<file path="src/rtl/timer_sched.sv">
// timer_sched
// ---------------------------------------------------------------------------
// Round-robin scheduler that hands a single shared hardware counter to one
// of NREQ requesters at a time. The winner's delay is loaded into the counter's
// output-compare register. The counter is held in reset for one cycle (ARM)
// and then allowed to run (RUN). When the compare strobe arrives, the granted
// requester receives a one-cycle done pulse (DONE).
//
// A requester may abandon its request at any time while it is armed or
// running. An abandoned grant returns to IDLE without a done pulse.
//
// Parameters
//   N     : counter / delay width
//   NREQ  : number of requesters (2..8)
//
// Ports
//   clk            : clock, rising edge
//   rst_n          : asynchronous active-low reset
//   req            : per-requester level request
//   req_delay      : per-requester delay, slice i = [i*N +: N]
//   gnt            : registered one-hot grant (all-zero in IDLE)
//   done           : one-cycle completion pulse to the granted requester
//   busy           : high whenever the FSM is not in IDLE
//   cnt_rst_n      : shared counter active-low reset
//   cnt_en         : shared counter enable
//   cnt_oc_en      : shared counter output-compare enable
//   cnt_oc_val     : shared counter output-compare value
//   cnt_oc_strobe  : compare-match strobe from the counter
// ---------------------------------------------------------------------------
module timer_sched #(
  parameter int N    = 16,
  parameter int NREQ = 4
) (
  input  logic              clk,
  input  logic              rst_n,
  input  logic [NREQ-1:0]   req,
  input  logic [NREQ*N-1:0] req_delay,
  output logic [NREQ-1:0]   gnt,
  output logic [NREQ-1:0]   done,
  output logic              busy,
  output logic              cnt_rst_n,
  output logic              cnt_en,
  output logic              cnt_oc_en,
  output logic [N-1:0]      cnt_oc_val,
  input  logic              cnt_oc_strobe
);

  localparam int IW = (NREQ > 1) ? $clog2(NREQ) : 1;

  typedef enum logic [1:0] {
    IDLE = 2'd0,
    ARM  = 2'd1,
    RUN  = 2'd2,
    DONE = 2'd3
  } state_t;

  state_t          state_reg;
  logic [IW-1:0]   ptr_reg;     // round-robin start index
  logic [IW-1:0]   gidx_reg;    // index of the current grant holder

  logic [N-1:0]    delay_arr [NREQ];
  logic            win_found;
  logic [IW-1:0]   win_idx;
  logic [IW-1:0]   cand;
  logic [NREQ-1:0] win_onehot;
  logic            req_g;
  logic [IW-1:0]   g_next;

  // Split the flat delay bus into per-requester slices and build the
  // one-hot form of the arbitration winner.
  generate
    for (genvar gi = 0; gi < NREQ; gi++) begin : g_slice
      assign delay_arr[gi]  = req_delay[gi*N +: N];
      assign win_onehot[gi] = (win_idx == IW'(gi));
    end
  endgenerate

  // Round-robin search starting at ptr_reg. The loop walks from the farthest
  // candidate back toward ptr_reg so the closest requester is the last one
  // assigned and therefore wins.
  always_comb begin
    win_found = 1'b0;
    win_idx   = '0;
    cand      = '0;
    for (int k = NREQ - 1; k >= 0; k--) begin
      cand = IW'((int'(ptr_reg) + k) % NREQ);
      if (req[cand]) begin
        win_found = 1'b1;
        win_idx   = cand;
      end
    end
  end

  // The holder's live request line is used for abort detection.
  assign req_g  = req[gidx_reg];

  // The next round-robin start is one past the holder, with wrap.
  // This applies on completion and on abort alike.
  assign g_next = (gidx_reg == IW'(NREQ - 1)) ? '0 : gidx_reg + 1'b1;

  always_ff @(posedge clk or negedge rst_n) begin
    if (!rst_n) begin
      state_reg  <= IDLE;
      ptr_reg    <= '0;
      gidx_reg   <= '0;
      gnt        <= '0;
      done       <= '0;
      busy       <= 1'b0;
      cnt_rst_n  <= 1'b0;
      cnt_en     <= 1'b0;
      cnt_oc_en  <= 1'b0;
      cnt_oc_val <= '0;
    end else begin
      // done is a pulse; only the transitions into DONE raise it.
      done <= '0;
      case (state_reg)
        IDLE: begin
          cnt_rst_n <= 1'b0;
          cnt_en    <= 1'b0;
          cnt_oc_en <= 1'b0;
          if (win_found) begin
            state_reg  <= ARM;
            gnt        <= win_onehot;
            gidx_reg   <= win_idx;
            cnt_oc_val <= delay_arr[win_idx];
            busy       <= 1'b1;
          end
        end

        // One cycle with the counter held in reset, so each grant starts
        // counting from zero.
        ARM: begin
          if (!req_g) begin
            state_reg <= IDLE;
            gnt       <= '0;
            busy      <= 1'b0;
            ptr_reg   <= g_next;
            cnt_rst_n <= 1'b0;
            cnt_en    <= 1'b0;
            cnt_oc_en <= 1'b0;
          end else if (cnt_oc_val == '0) begin
            // A zero delay never starts the counter.
            state_reg <= DONE;
            done      <= gnt;
            cnt_rst_n <= 1'b0;
            cnt_en    <= 1'b0;
            cnt_oc_en <= 1'b0;
          end else begin
            state_reg <= RUN;
            cnt_rst_n <= 1'b1;
            cnt_en    <= 1'b1;
            cnt_oc_en <= 1'b1;
          end
        end

        // An abort takes priority over a simultaneous compare match.
        RUN: begin
          if (!req_g) begin
            state_reg <= IDLE;
            gnt       <= '0;
            busy      <= 1'b0;
            ptr_reg   <= g_next;
            cnt_rst_n <= 1'b0;
            cnt_en    <= 1'b0;
            cnt_oc_en <= 1'b0;
          end else if (cnt_oc_strobe) begin
            state_reg <= DONE;
            done      <= gnt;
            cnt_rst_n <= 1'b0;
            cnt_en    <= 1'b0;
            cnt_oc_en <= 1'b0;
          end
        end

        DONE: begin
          state_reg <= IDLE;
          gnt       <= '0;
          busy      <= 1'b0;
          ptr_reg   <= g_next;
          cnt_rst_n <= 1'b0;
          cnt_en    <= 1'b0;
          cnt_oc_en <= 1'b0;
        end

        default: begin
          state_reg <= IDLE;
          gnt       <= '0;
          busy      <= 1'b0;
          cnt_rst_n <= 1'b0;
          cnt_en    <= 1'b0;
          cnt_oc_en <= 1'b0;
        end
      endcase
    end
  end

endmodule

</file>
<file path="config.mk">
export PLATFORM = sky130hd
export DESIGN_NAME = timer_sched
export DESIGN_NICKNAME = d
export VERILOG_FILES = /design/src/rtl/timer_sched.sv
export SDC_FILE = /design/constraint.sdc
export NUM_CORES = 1
export LEC_CHECK = 0
export ABC_AREA = 1
export BUFFER_PORTS_ARGS = -buffer_cell sky130_fd_sc_hd__buf_2
export CELL_PAD_IN_SITES_DETAIL_PLACEMENT = 1
export CELL_PAD_IN_SITES_GLOBAL_PLACEMENT = 1
export CORE_UTILIZATION = 32
export CTS_CLUSTER_SIZE = 12
export DETAILED_ROUTE_END_ITERATION = 10
export PLACE_DENSITY = 0.81
export SLEW_MARGIN = 20
export SYNTH_ARGS = -nofsm -noshare
export SYNTH_HDL_FRONTEND = slang
export SYNTH_SLANG_ARGS = --single-unit
export TNS_END_PERCENT = 100
</file>
<file path="constraint.sdc">
create_clock -name clk -period 2.3 [get_ports clk]
set_input_delay 0.575 -clock clk [delete_from_list [all_inputs] [get_ports clk]]
set_output_delay 0.575 -clock clk [all_outputs]
set_load 0.05 [all_outputs]
</file>
==> results of run 1 <==
## what timing repair did
action	4_1_cts	5_1_grt
setup endpoints to repair	15	14
hold buffers	0	0
gates resized for setup	1	1
pin swaps	0	0
## final timing paths
path                                                   end  slack [ns]  depth (start not counted)
worst min-delay path                ptr_reg[1]$_DFFE_PN0P_        0.34                          1
worst max register to register  cnt_oc_val[15]$_DFFE_PN0P_        0.25                         15
worst min register to register            busy$_DFFE_PN0P_        0.48                          2
max in group asynchronous           ptr_reg[0]$_DFFE_PN0P_        1.46                          1
worst max-delay path            cnt_oc_val[15]$_DFFE_PN0P_        0.25                         15
min in group clk                          busy$_DFFE_PN0P_        0.48                          2
## cell usage after synthesis
library cell,count,share of area (%)
nand2_1,196,31
nand3_1,41,8.6
dfrtp_1,32,33
inv_1,21,3.3
nor2_1,15,2.4
nand2_2,10,2.6
buf_2,8,1.7
o21ai_0,7,1.5
ha_1,6,3.1
buf_4,5,1.6
buf_6,4,1.9
nand2_4,4,1.9
o22ai_1,4,1.0
a21oi_1,3,0.63
inv_2,3,0.47
nand4_1,3,0.78
nor2_2,2,0.52
clkinv_1,1,0.16
inv_8,1,0.47
nand2_8,1,0.84
nor3_2,1,0.42
nor4_1,1,0.26
o211ai_1,1,0.31
o21ai_2,1,0.37
o21bai_2,1,0.47
o31ai_1,1,0.31
or3_1,1,0.26
## kinds of logic after synthesis
family	count (synthesis)	synth area share, %
AO/OA/AOI/OAI	18	4.60
flip-flops	32	33.5
AND/OR/NAND/NOR	275	49.3
buffers and inverters	43	9.52
adder cells (fa/ha/maj)	6	3.14
## layout make-up
cell class	instances	area [µm²]	area share [%]
well taps	99	124	4.09
clock buffers	7	96.3	3.18
inverters	26	105	3.47
flip-flops and latches	32	802	26.5
repair buffers	102	533	17.6
multi-input cells	299	1370	45.2
## worst reg2reg max path, delay by kind of cell (launching register included)
kind | cells | cell delay, ns
buf+inv | 3 | 0.43
flops | 1 | 0.49
simple gates | 12 | 1.06
## routing by layer
layer / share of wire (%) / global-route usage (%) / up-vias
met2: 49 / 33.2 / 67
met4: 1.0 / 5.43 / 0
li1: - / - / 1344
met5: 0 / 0 / -
met1: 46 / 22.9 / 1190
met3: 3.8 / 3.08 / 7
## metrics by stage
| stage | util [%] | setup WS (ns) |
|---|---|---|
| after floorplan | - | 0.556 |
| after CTS | 41.7 | 0.124 |
| after global routing | 41.8 | 0.0333 |
| after detailed placement | 40.3 | -0.0738 |
| final | 41.8 | 0.249 |
| after global placement | 40.3 | 0.0591 |
## cells in the final DEF (no fill, tap or decap), types with 6 or more instances in the layout
cell type  netlist  final
nor2_1          15     15
clkbuf_8         0      7
dfrtp_1         32     31
ha_1             6      6
buf_2            8     98
nand3_1         41     41
o21ai_0          7      7
nand2_1        196    196
nand2_2         10     10
inv_1           21     21
==> out/qor.yml, run 1 <==
outcome:
  status: "finished clean"
place:
  gp_congestion: 0.849
  portBuffers: 98
  placed_area_um2: 2930
  dp_hpwl_mm: 5.46
  placedCellCount: 558
route:
  drc_errors: 0
  num_vias: 2608
  drt_wl_total_mm: 6.90
  ant_nets: 0
  viasPerCell: 4.62
  wl_per_cell_um: 12.2
  dr.pass1.iters: 4
  first_iter_violations: 57
timing:
  fin_crit_ns: 2.05
  slew_headroom_pct: 51.8
  finalCritPeriodShare_pct: 89.2
  hold_ws_ns: 0.342
  final_hold_viol_count: 0
  rsz0062_at_grt: "no"
  finalSetupViolCount: 0
  fin_setup_tns_ns: 0
  slew_viol_final: 0
  worstMarginPinSlew_ns: 0.723
  finClkSkew_ns: 0.00888
  fmax_mhz: 488
global_routing:
  grt_max_degree: 37
  grt_overflow: 0
  antenna_found_initial: 0
  grt_pass1_vias: 2553
  grt_pass1_wl_mm: 11.4
  grt_usage_pct: 18.6
layout:
  fillers: 1013
  nets: 543
  largestRegisters: "cnt_oc_val: 16 flops, done: 4 flops, gnt: 4 flops"
  final_layout_size_suffix_gt1_share_pct: 28.8
  finish.instance_area_um2: 3030
  layout.cells.non_filler: 565
  largest-register: "cnt_oc_val"
  largest_reg_flops: 16
  area_growth_pct: 26.6
  diodes: 0
worst_setup_path:
  critPathRequiredTime_ns: 2.52
  startpoint_type: "flip-flop"
  startpoint: "ptr_reg[0]$_DFFE_PN0P_"
  critPathKind: "reg2reg"
  crit_family: "simple AND/OR/NAND/NOR gates"
  path_buf_inv: 3
  slowest_delay_ns: 0.49
  crit_fanout: 32
  worstPathCellList: "inv_8 -> nand2_2 -> nand3_1 -> nand2_1 -> inv_2 -> nor2_1 -> nor2_2 -> nand2_4 -> buf_4 -> nand3_1 -> nand2_1 -> nand2_1 -> nand2_1 -> nand2_1 -> nand2_1"
  crit_top_cell: "nand2_1"
  r2r_start: "ptr_reg[0]$_DFFE_PN0P_"
  slowest_stage: "dfrtp_2"
  worstPathArrival_ns: 2.27
  end_kind: "flip-flop"
floorplan:
  die-height_um: 88.5
  die_w_um: 88.5
  ios: 99
  rows: 31
  start_util_pct: 33.0
  die_area_um2: 7830
  core_area_um2: 7250
clock_network:
  cts_setup_buffers: 0
  cts_tree: "done"
  cts_root_buffer: "clkbuf_8"
  cts_buffer_depth: 2
  clkSlewWorstSetupHoldPaths_ns: 0.07
  cts.sinks: 32
  clkLatencyLatePin_ns: 0.28
  htree_levels: 2
  cts_buffers: 5
synthesis:
  ys_types: 27
  yosysSeqAreaShare_pct: 33.5
  yosys_register_bits: 32
  synthCells: 374
  synth_nets: 451
  avgSynthCellArea_um2: 6.40
  netlist_area_um2: 2390
  yosys_warnings: 0
run:
  cap_violations: 0
hold_path:
  hp-class: "in2async"
Power of run 1 is left out: the tool's default activity adds up to more than one toggle a clock period on the data nets, which glitch-free logic cannot reach.
==> run 2: changes to the inputs <==
--- a/config.mk
+++ b/config.mk
@@ -5,14 +5,14 @@
 export SDC_FILE = /design/constraint.sdc
 export NUM_CORES = 1
 export LEC_CHECK = 0
-export ABC_AREA = 1
 export BUFFER_PORTS_ARGS = -buffer_cell sky130_fd_sc_hd__buf_2
+export CAP_MARGIN = 20
 export CELL_PAD_IN_SITES_DETAIL_PLACEMENT = 1
 export CELL_PAD_IN_SITES_GLOBAL_PLACEMENT = 1
-export CORE_UTILIZATION = 32
+export CORE_UTILIZATION = 33
 export CTS_CLUSTER_SIZE = 12
 export DETAILED_ROUTE_END_ITERATION = 10
-export PLACE_DENSITY = 0.81
+export PLACE_DENSITY = 0.82
 export SLEW_MARGIN = 20
 export SYNTH_ARGS = -nofsm -noshare
 export SYNTH_HDL_FRONTEND = slang
==> out/qor.yml, run 2 <==
worst_setup_path:
  critPathKind: "reg2reg"
  crit_family: "compound AO/OA/AOI/OAI gates"
  r2r_setup_slack_ns: 0.36  # +0.11 ns
  r2r_cells: 5  # -10
  end_kind: "flip-flop"
  critPathRequiredTime_ns: 2.48  # -0.04 ns
  worstPathArrival_ns: 2.12  # -0.15 ns
  reg2reg_to: "cnt_oc_val[10]$_DFFE_PN0P_"
  path_buf_inv: 1  # -2
  startpoint: "ptr_reg[1]$_DFFE_PN0P_"
  crit_fanout: 11  # -66%
  slowest_stage: "o31a_1"
  startpoint_type: "flip-flop"
  r2r_start: "ptr_reg[1]$_DFFE_PN0P_"
  slowest_delay_ns: 0.47  # -0.02 ns
  worstPathCellList: "inv_1 -> nor2_1 -> o31a_1 -> a221o_1 -> o22a_1"
floorplan:
  die-height_um: 80.0  # -9.6%
  die_area_um2: 6390  # -18%
  rows: 28  # -9.7%
  die_w_um: 80.0  # -9.6%
  ios: 99  # unchanged
  core_area_um2: 5890  # -19%
  start_util_pct: 34.1  # +1.1 points
synthesis:
  yosys.area.top_type: "dfrtp_1"
  synth_common_cells: "32 x dfrtp_1, 26 x o21ai_0, 20 x a21oi_1, 19 x nand2_1, 12 x nand3_1"
  netlist_area_um2: 2010  # -16%
  ys_types: 40  # +48%
  synth.most_common_cell: "dfrtp_1"
  ys_async_sr_fraction_pct: 100  # unchanged
  ys_top_cells_by_area: "dfrtp_1 40%, o21ai_0 6.5%, a21oi_1 5.0%"
  synth_edf_count: 0  # unchanged
  yosys_warnings: 0  # unchanged
  avgSynthCellArea_um2: 8.99  # +41%
  yosys_register_bits: 32  # unchanged
  synth_top_area_share_pct: 39.9  # +6.5 points
  synth_nets: 300  # -33%
  synthCells: 223  # -40%
  dominantRegCellSynth: "dfrtp_1"
  yosysSeqAreaShare_pct: 39.9  # +6.5 points
timing:
  worstMarginPinSlew_ns: 0.777  # +0.0544 ns
  fin_setup_tns_ns: 0  # unchanged
  fmax_mhz: 516  # +5.9%
  fin_crit_ns: 1.94  # -0.114 ns
  finalSetupViolCount: 0  # unchanged
  slew_viol_final: 0  # unchanged
  rsz0062_at_grt: "no"
  final_hold_viol_count: 0  # unchanged
  slew_headroom_pct: 48.2  # -3.6 points
  finClkSkew_ns: 0.00366  # -0.00522 ns
  setup_ws_ns: 0.363  # +0.114 ns
  finalCritPeriodShare_pct: 84.2  # -4.9 points
layout:
  final_layout_size_suffix_gt1_share_pct: 36.4  # +7.7 points
  most-common-layout-cells: "98 x buf_2, 32 x dfrtp_1, 25 x o21ai_0"
  nets: 390  # -28%
  largest_reg_flops: 16  # unchanged
  area_growth_pct: 30.3
  final_common_cell: "buf_2"
  largestRegisters: "cnt_oc_val: 16 flops, done: 4 flops, gnt: 4 flops"
  largest-register: "cnt_oc_val"
  diodes: 0  # unchanged
clock_network:
  clkLatencyLatePin_ns: 0.29  # about the same
  htree_levels: 2  # unchanged
  cts_buffers: 5  # unchanged
  cts_resized: 0  # -1
  cts_root_buffer: "clkbuf_8"
  cts_buffer_depth: 2  # unchanged
  clkSlewWorstSetupHoldPaths_ns: 0.07  # about the same
  cts_tree: "done"
  cts.sinks: 32  # unchanged
  cts_hold_buffers: 0  # unchanged
  cts_setup_buffers: 0  # unchanged
run:
  cap_violations: 0  # unchanged
global_routing:
  grt_pass1_wl_mm: 11.2  # -1.6%
  grt_usage_pct: 23.3  # +4.7 points
  grt_max_degree: 33  # -11%
  antenna_found_initial: 0  # unchanged
  grt_overflow: 0  # unchanged
  grt_pass1_vias: 2316  # -9.3%
place:
  dp_hpwl_mm: 5.03  # -7.9%
  dpl_worst_slack_ns: 0.0979  # +0.172 ns
  gp_congestion: 0.836  # -1.5%
  portBuffers: 98  # unchanged
route:
  ant_nets: 0  # unchanged
  viasPerCell: 5.71  # +24%
  dr.pass1.iters: 4  # unchanged
  num_vias: 2216  # -15%
  drt_wl_total_mm: 6.76  # -2.0%
  first_iter_violations: 142  # +150%
  drc_errors: 0  # unchanged
  wl_per_cell_um: 17.4  # +43%
power:
  internal_power_mw: 1.82
  pwr-share-clk_pct: 10.5
  combPwrFrac_pct: 63.1
  peakVddDrop_uv: 540
  swShare_pct: 54.3
  finalPower_mw: 3.99
  cellPowerDensity_nw_per_um2: 1530
  pwr-share-seq_pct: 26.4
  net-switching-power_mw: 2.16
  cellLeakagePower_nw: 1.28
hold_path:
  hp-class: "in2async"
outcome:
  status: "finished clean"
-- run 2: metrics by stage --
stage / util, % / hold WS (ns) / std cells / instance area, µm²
2_1_floorplan: - / 0.279 / 223 / 2010
3_3_place_gp: 43.0 / 0.475 / 381 / 2530
3_5_place_dp: 43.0 / 0.485 / 381 / 2530
4_1_cts: 44.4 / 0.365 / 388 / 2610
5_1_grt: 44.4 / 0.406 / 388 / 2610
6_report: 44.4 / 0.343 / 388 / 2610
-- run 2: worst max-delay path by stage --
stage                            endpoint  slack (ns)  cells past startpoint
2_1_floorplan      ptr_reg[0]$_DFFE_PN0P_        0.38                      4
3_3_place_gp    cnt_oc_val[0]$_DFFE_PN0P_        0.16                      6
3_5_place_dp   cnt_oc_val[15]$_DFFE_PN0P_         0.1                      6
4_1_cts        cnt_oc_val[10]$_DFFE_PN0P_        0.37                      5
5_1_grt        cnt_oc_val[11]$_DFFE_PN0P_        0.19                      6
6_report       cnt_oc_val[10]$_DFFE_PN0P_        0.36                      5
-- run 2: worst register-to-register path: cells and delay by family (launching register included) --
kind | cells | cell delay, ns
compound gates | 3 | 1.06
simple gates | 1 | 0.08
flops | 1 | 0.46
buf+inv | 1 | 0.22
-- run 2: kinds of logic after synthesis --
| family | Yosys count | synth area share, % |
|---|---|---|
| AO/OA/AOI/OAI | 93 | 32.3 |
| multiplexers | 3 | 2.18 |
| flip-flops | 32 | 39.9 |
| adder cells (fa/ha/maj) | 6 | 3.74 |
| buffers and inverters | 25 | 6.18 |
| AND/OR/NAND/NOR | 64 | 15.7 |
-- run 2: layout make-up --
type / instances / area [µm²]
inverters: 6 / 22.5
flip-flops and latches: 32 / 801
multi-input cells: 166 / 1080
fillers: 768 / 3270
clock buffers: 5 / 68.8
clock inverters: 2 / 12.5
repair buffers: 102 / 533
well taps: 75 / 93.8
-- run 2: per-layer routing --
layer / routed length [µm] / global-route usage [%] / vias up
li1: - / - / 1024
met1: 2740 / 26.6 / 1075
met2: 3300 / 39.2 / 93
met3: 495 / 7.20 / 24
met4: 227 / 11.6 / 0
met5: 0 / 0 / -
-- run 2: power by group through the flow --
stage | clock (mW) | sequential, mW | combinational, mW
6_report | 0.420 | 1.05 | 2.51
3_5_place_dp | 0 | 1.06 | 2.53
4_1_cts | 0.435 | 1.05 | 2.54
2_1_floorplan | 0 | 1.68 | 1.20
5_1_grt | 0.456 | 1.09 | 2.74
3_3_place_gp | 0 | 1.06 | 2.44
Power figures use the tool's default switching activity.
==> run 3: changes to the inputs <==
--- a/config.mk
+++ b/config.mk
@@ -9,10 +9,10 @@
 export CAP_MARGIN = 20
 export CELL_PAD_IN_SITES_DETAIL_PLACEMENT = 1
 export CELL_PAD_IN_SITES_GLOBAL_PLACEMENT = 1
-export CORE_UTILIZATION = 33
+export CORE_UTILIZATION = 30
 export CTS_CLUSTER_SIZE = 12
 export DETAILED_ROUTE_END_ITERATION = 10
-export PLACE_DENSITY = 0.82
+export PLACE_DENSITY = 0.78
 export SLEW_MARGIN = 20
 export SYNTH_ARGS = -nofsm -noshare
 export SYNTH_HDL_FRONTEND = slang
==> constraint.sdc (replaced) <==
create_clock -name clk -period 1.5 [get_ports clk]
set_input_delay 0.375 -clock clk [delete_from_list [all_inputs] [get_ports clk]]
set_output_delay 0.375 -clock clk [all_outputs]
set_load 0.05 [all_outputs]
==> out/qor.yml, run 3 (same netlist as run 2, synthesis figures left out) <==
outcome:
  status: "complete, but fails checks"
  violations: "setup timing"
global_routing:
  grt_pass1_vias: 2590  # +12%
  grt_pass1_wl_mm: 14.0  # +25%
  grt_overflow: 0  # unchanged
  grt_max_degree: 23  # -30%
  antenna_found_initial: 0  # unchanged
  grt_usage_pct: 26.1  # +2.8 points
layout:
  most-common-layout-cells: "98 x buf_2, 39 x buf_4, 31 x dfrtp_1"
  largest-register: "cnt_oc_val"
  final_common_cell: "buf_2"
  final_layout_size_suffix_gt1_share_pct: 60.2  # +24 points
  largestRegisters: "cnt_oc_val: 16 flops, done: 4 flops, gnt: 4 flops"
  diodes: 0  # unchanged
  nets: 445  # +14%
  largest_reg_flops: 16  # unchanged
  area_growth_pct: 73.1
  finish.instance_area_um2: 3470  # +33%
power:
  internal_power_mw: 3.95  # +120%
  combPwrFrac_pct: 71.4  # +8.3 points
  pwr-share-seq_pct: 20.1  # -6.3 points
  swShare_pct: 52.0  # -2.3 points
  pwr-share-clk_pct: 8.6  # -1.9 points
  net-switching-power_mw: 4.28  # +98%
  peakVddDrop_uv: 1330  # +150%
  cellLeakagePower_nw: 1.66  # +30%
  cellPowerDensity_nw_per_um2: 2370  # +55%
timing:
  finalSetupViolCount: 30  # +30
  final_hold_viol_count: 0  # unchanged
  worstMarginPinSlew_ns: 0.496  # -0.281 ns
  slew_viol_final: 0  # unchanged
  fin_crit_ns: 1.77  # -0.171 ns
  setup_ws_ns: -0.266  # -0.629 ns
  fmax_mhz: 566  # +9.7%
  hold_ws_ns: 0.386  # +0.0431 ns
  finClkSkew_ns: 0.00688  # +0.00321 ns
  rsz0062_at_grt: "yes"
  slew_headroom_pct: 66.9  # +19 points
  finalCritPeriodShare_pct: 118  # +33 points
  fin_setup_tns_ns: -4.86  # -4.86 ns
route:
  ant_nets: 0  # unchanged
  num_vias: 2551  # +15%
  viasPerCell: 5.72  # +0.15%
  drt_wl_total_mm: 9.73  # +44%
  wl_per_cell_um: 21.8  # +25%
  drc_errors: 0  # unchanged
  first_iter_violations: 150  # +5.6%
  dr.pass1.iters: 4  # unchanged
clock_network:
  cts.sinks: 32  # unchanged
  cts_root_buffer: "clkbuf_8"
  htree_levels: 2  # unchanged
  cts_buffer_depth: 2  # unchanged
  clkLatencyLatePin_ns: 0.29  # about the same
  cts_tree: "done"
  clkSlewWorstSetupHoldPaths_ns: 0.07  # about the same
  cts_buffers: 5  # unchanged
worst_setup_path:
  cp-endpoint: "cnt_oc_val[0]$_DFFE_PN0P_"
  r2r_start: "ptr_reg[0]$_DFFE_PN0P_"
  startpoint: "ptr_reg[0]$_DFFE_PN0P_"
  slowest_delay_ns: 0.41  # -0.06 ns
  critPathRequiredTime_ns: 1.68  # -0.80 ns
  end_kind: "flip-flop"
  r2r_setup_slack_ns: -0.27  # -0.63 ns
  worstPathArrival_ns: 1.95  # -0.17 ns
  r2r_cells: 5  # unchanged
  crit_fanout: 5  # -6
  worstPathCellList: "and2b_2 -> nor3_4 -> o31a_2 -> a221o_1 -> o22a_1"
  slowest_stage: "dfrtp_1"
  reg2reg_to: "cnt_oc_val[0]$_DFFE_PN0P_"
  startpoint_type: "flip-flop"
  critPathKind: "reg2reg"
floorplan:
  start_util_pct: 31.4  # -2.7 points
  die_area_um2: 7020  # +9.7%
  core_area_um2: 6390  # +8.5%
  die_w_um: 83.8  # +4.8%
  ios: 99  # unchanged
  die-height_um: 83.8  # +4.8%
  rows: 29  # +3.6%
place:
  gp_congestion: 0.936  # +12%
  dp_hpwl_mm: 6.20  # +23%
  placed_area_um2: 2890  # +14%
  portBuffers: 98  # unchanged
hold_path:
  hp-class: "in2reg"
  worstHoldStart: "req_delay[59]"
run:
  cap_violations: 0  # unchanged
-- run 3: changes by cell type in the layout (fill, tap and decap cells not counted), sizes merged --
cell,change
a22o,+1
clkinvlp,-1
dlygate4sd3,+1
o31a,+1
buf,+49
clkbuf,+3
clkinv,+1
nand2,+1
-- run 3: power groups by stage --
stage	Combinational (mW)	Sequential (mW)	Clock [mW]
6_report	5.87	1.65	0.705
4_1_cts	5.44	1.60	0.703
5_1_grt	6.14	1.69	0.748
2_1_floorplan	1.93	2.58	0
3_5_place_dp	4.64	1.58	0
3_3_place_gp	4.49	1.56	0
-- run 3: how the worst min path moves through the flow --
stage	end	slack [ns]	depth (start not counted)
2_1_floorplan	busy$_DFFE_PN0P_	0.08	0
3_3_place_gp	cnt_oc_en$_DFFE_PN0P_	0.29	1
3_5_place_dp	cnt_oc_en$_DFFE_PN0P_	0.30	1
4_1_cts	cnt_oc_val[11]$_DFFE_PN0P_	0.38	3
5_1_grt	cnt_oc_val[13]$_DFFE_PN0P_	0.41	3
6_report	cnt_oc_val[11]$_DFFE_PN0P_	0.39	3
-- run 3: area by class of cell --
class	instances	area (µm²)
Multi-Input combinational cell	169	1450
Sequential cell	32	802
Clock inverter	2	10.0
Tap cell	77	96.3
Fill cell	757	2910
Timing Repair Buffer	154	1010
Inverter	6	22.5
Clock buffer	6	82.6
-- run 3: layer usage --
layer / global-route usage [%] / share of wire (%)
met1: 32.5 / 39
met4: 10.5 / 3.1
met3: 5.04 / 6.9
met2: 44.3 / 51
met5: 0 / 0
-- run 3: timing repair --
| item | 4_1_cts | 5_1_grt |
|---|---|---|
| endpoints found under the setup margin | 29 | 32 |
| hold endpoints to repair | 10 | 0 |
| gates resized for setup | 70 | 39 |
| pin swaps | 19 | 12 |
| gates cloned | 4 | 3 |
| hold buffers | 1 | 0 |
| buffers inserted | 6 | 1 |
-- run 3: metrics by stage --
step           worst slack (ns)  total power [mW]  std cells  util (%)
6_report                 -0.266              8.23        446      54.4
5_1_grt                  -0.291              8.58        446      54.4
4_1_cts                  -0.188              7.75        444      52.2
3_5_place_dp             -0.489              6.22        425      45.2
3_3_place_gp             -0.455              6.05        425      45.2
2_1_floorplan            -0.194              4.51        223         -
-- run 3: worst max-delay path: cells and delay by family, from the launching register on --
| kind | cells | cell delay (ns) |
|---|---|---|
| AO/OA/AOI/OAI | 3 | 0.92 |
| flip-flops | 1 | 0.41 |
| AND/OR/NAND/NOR | 2 | 0.33 |
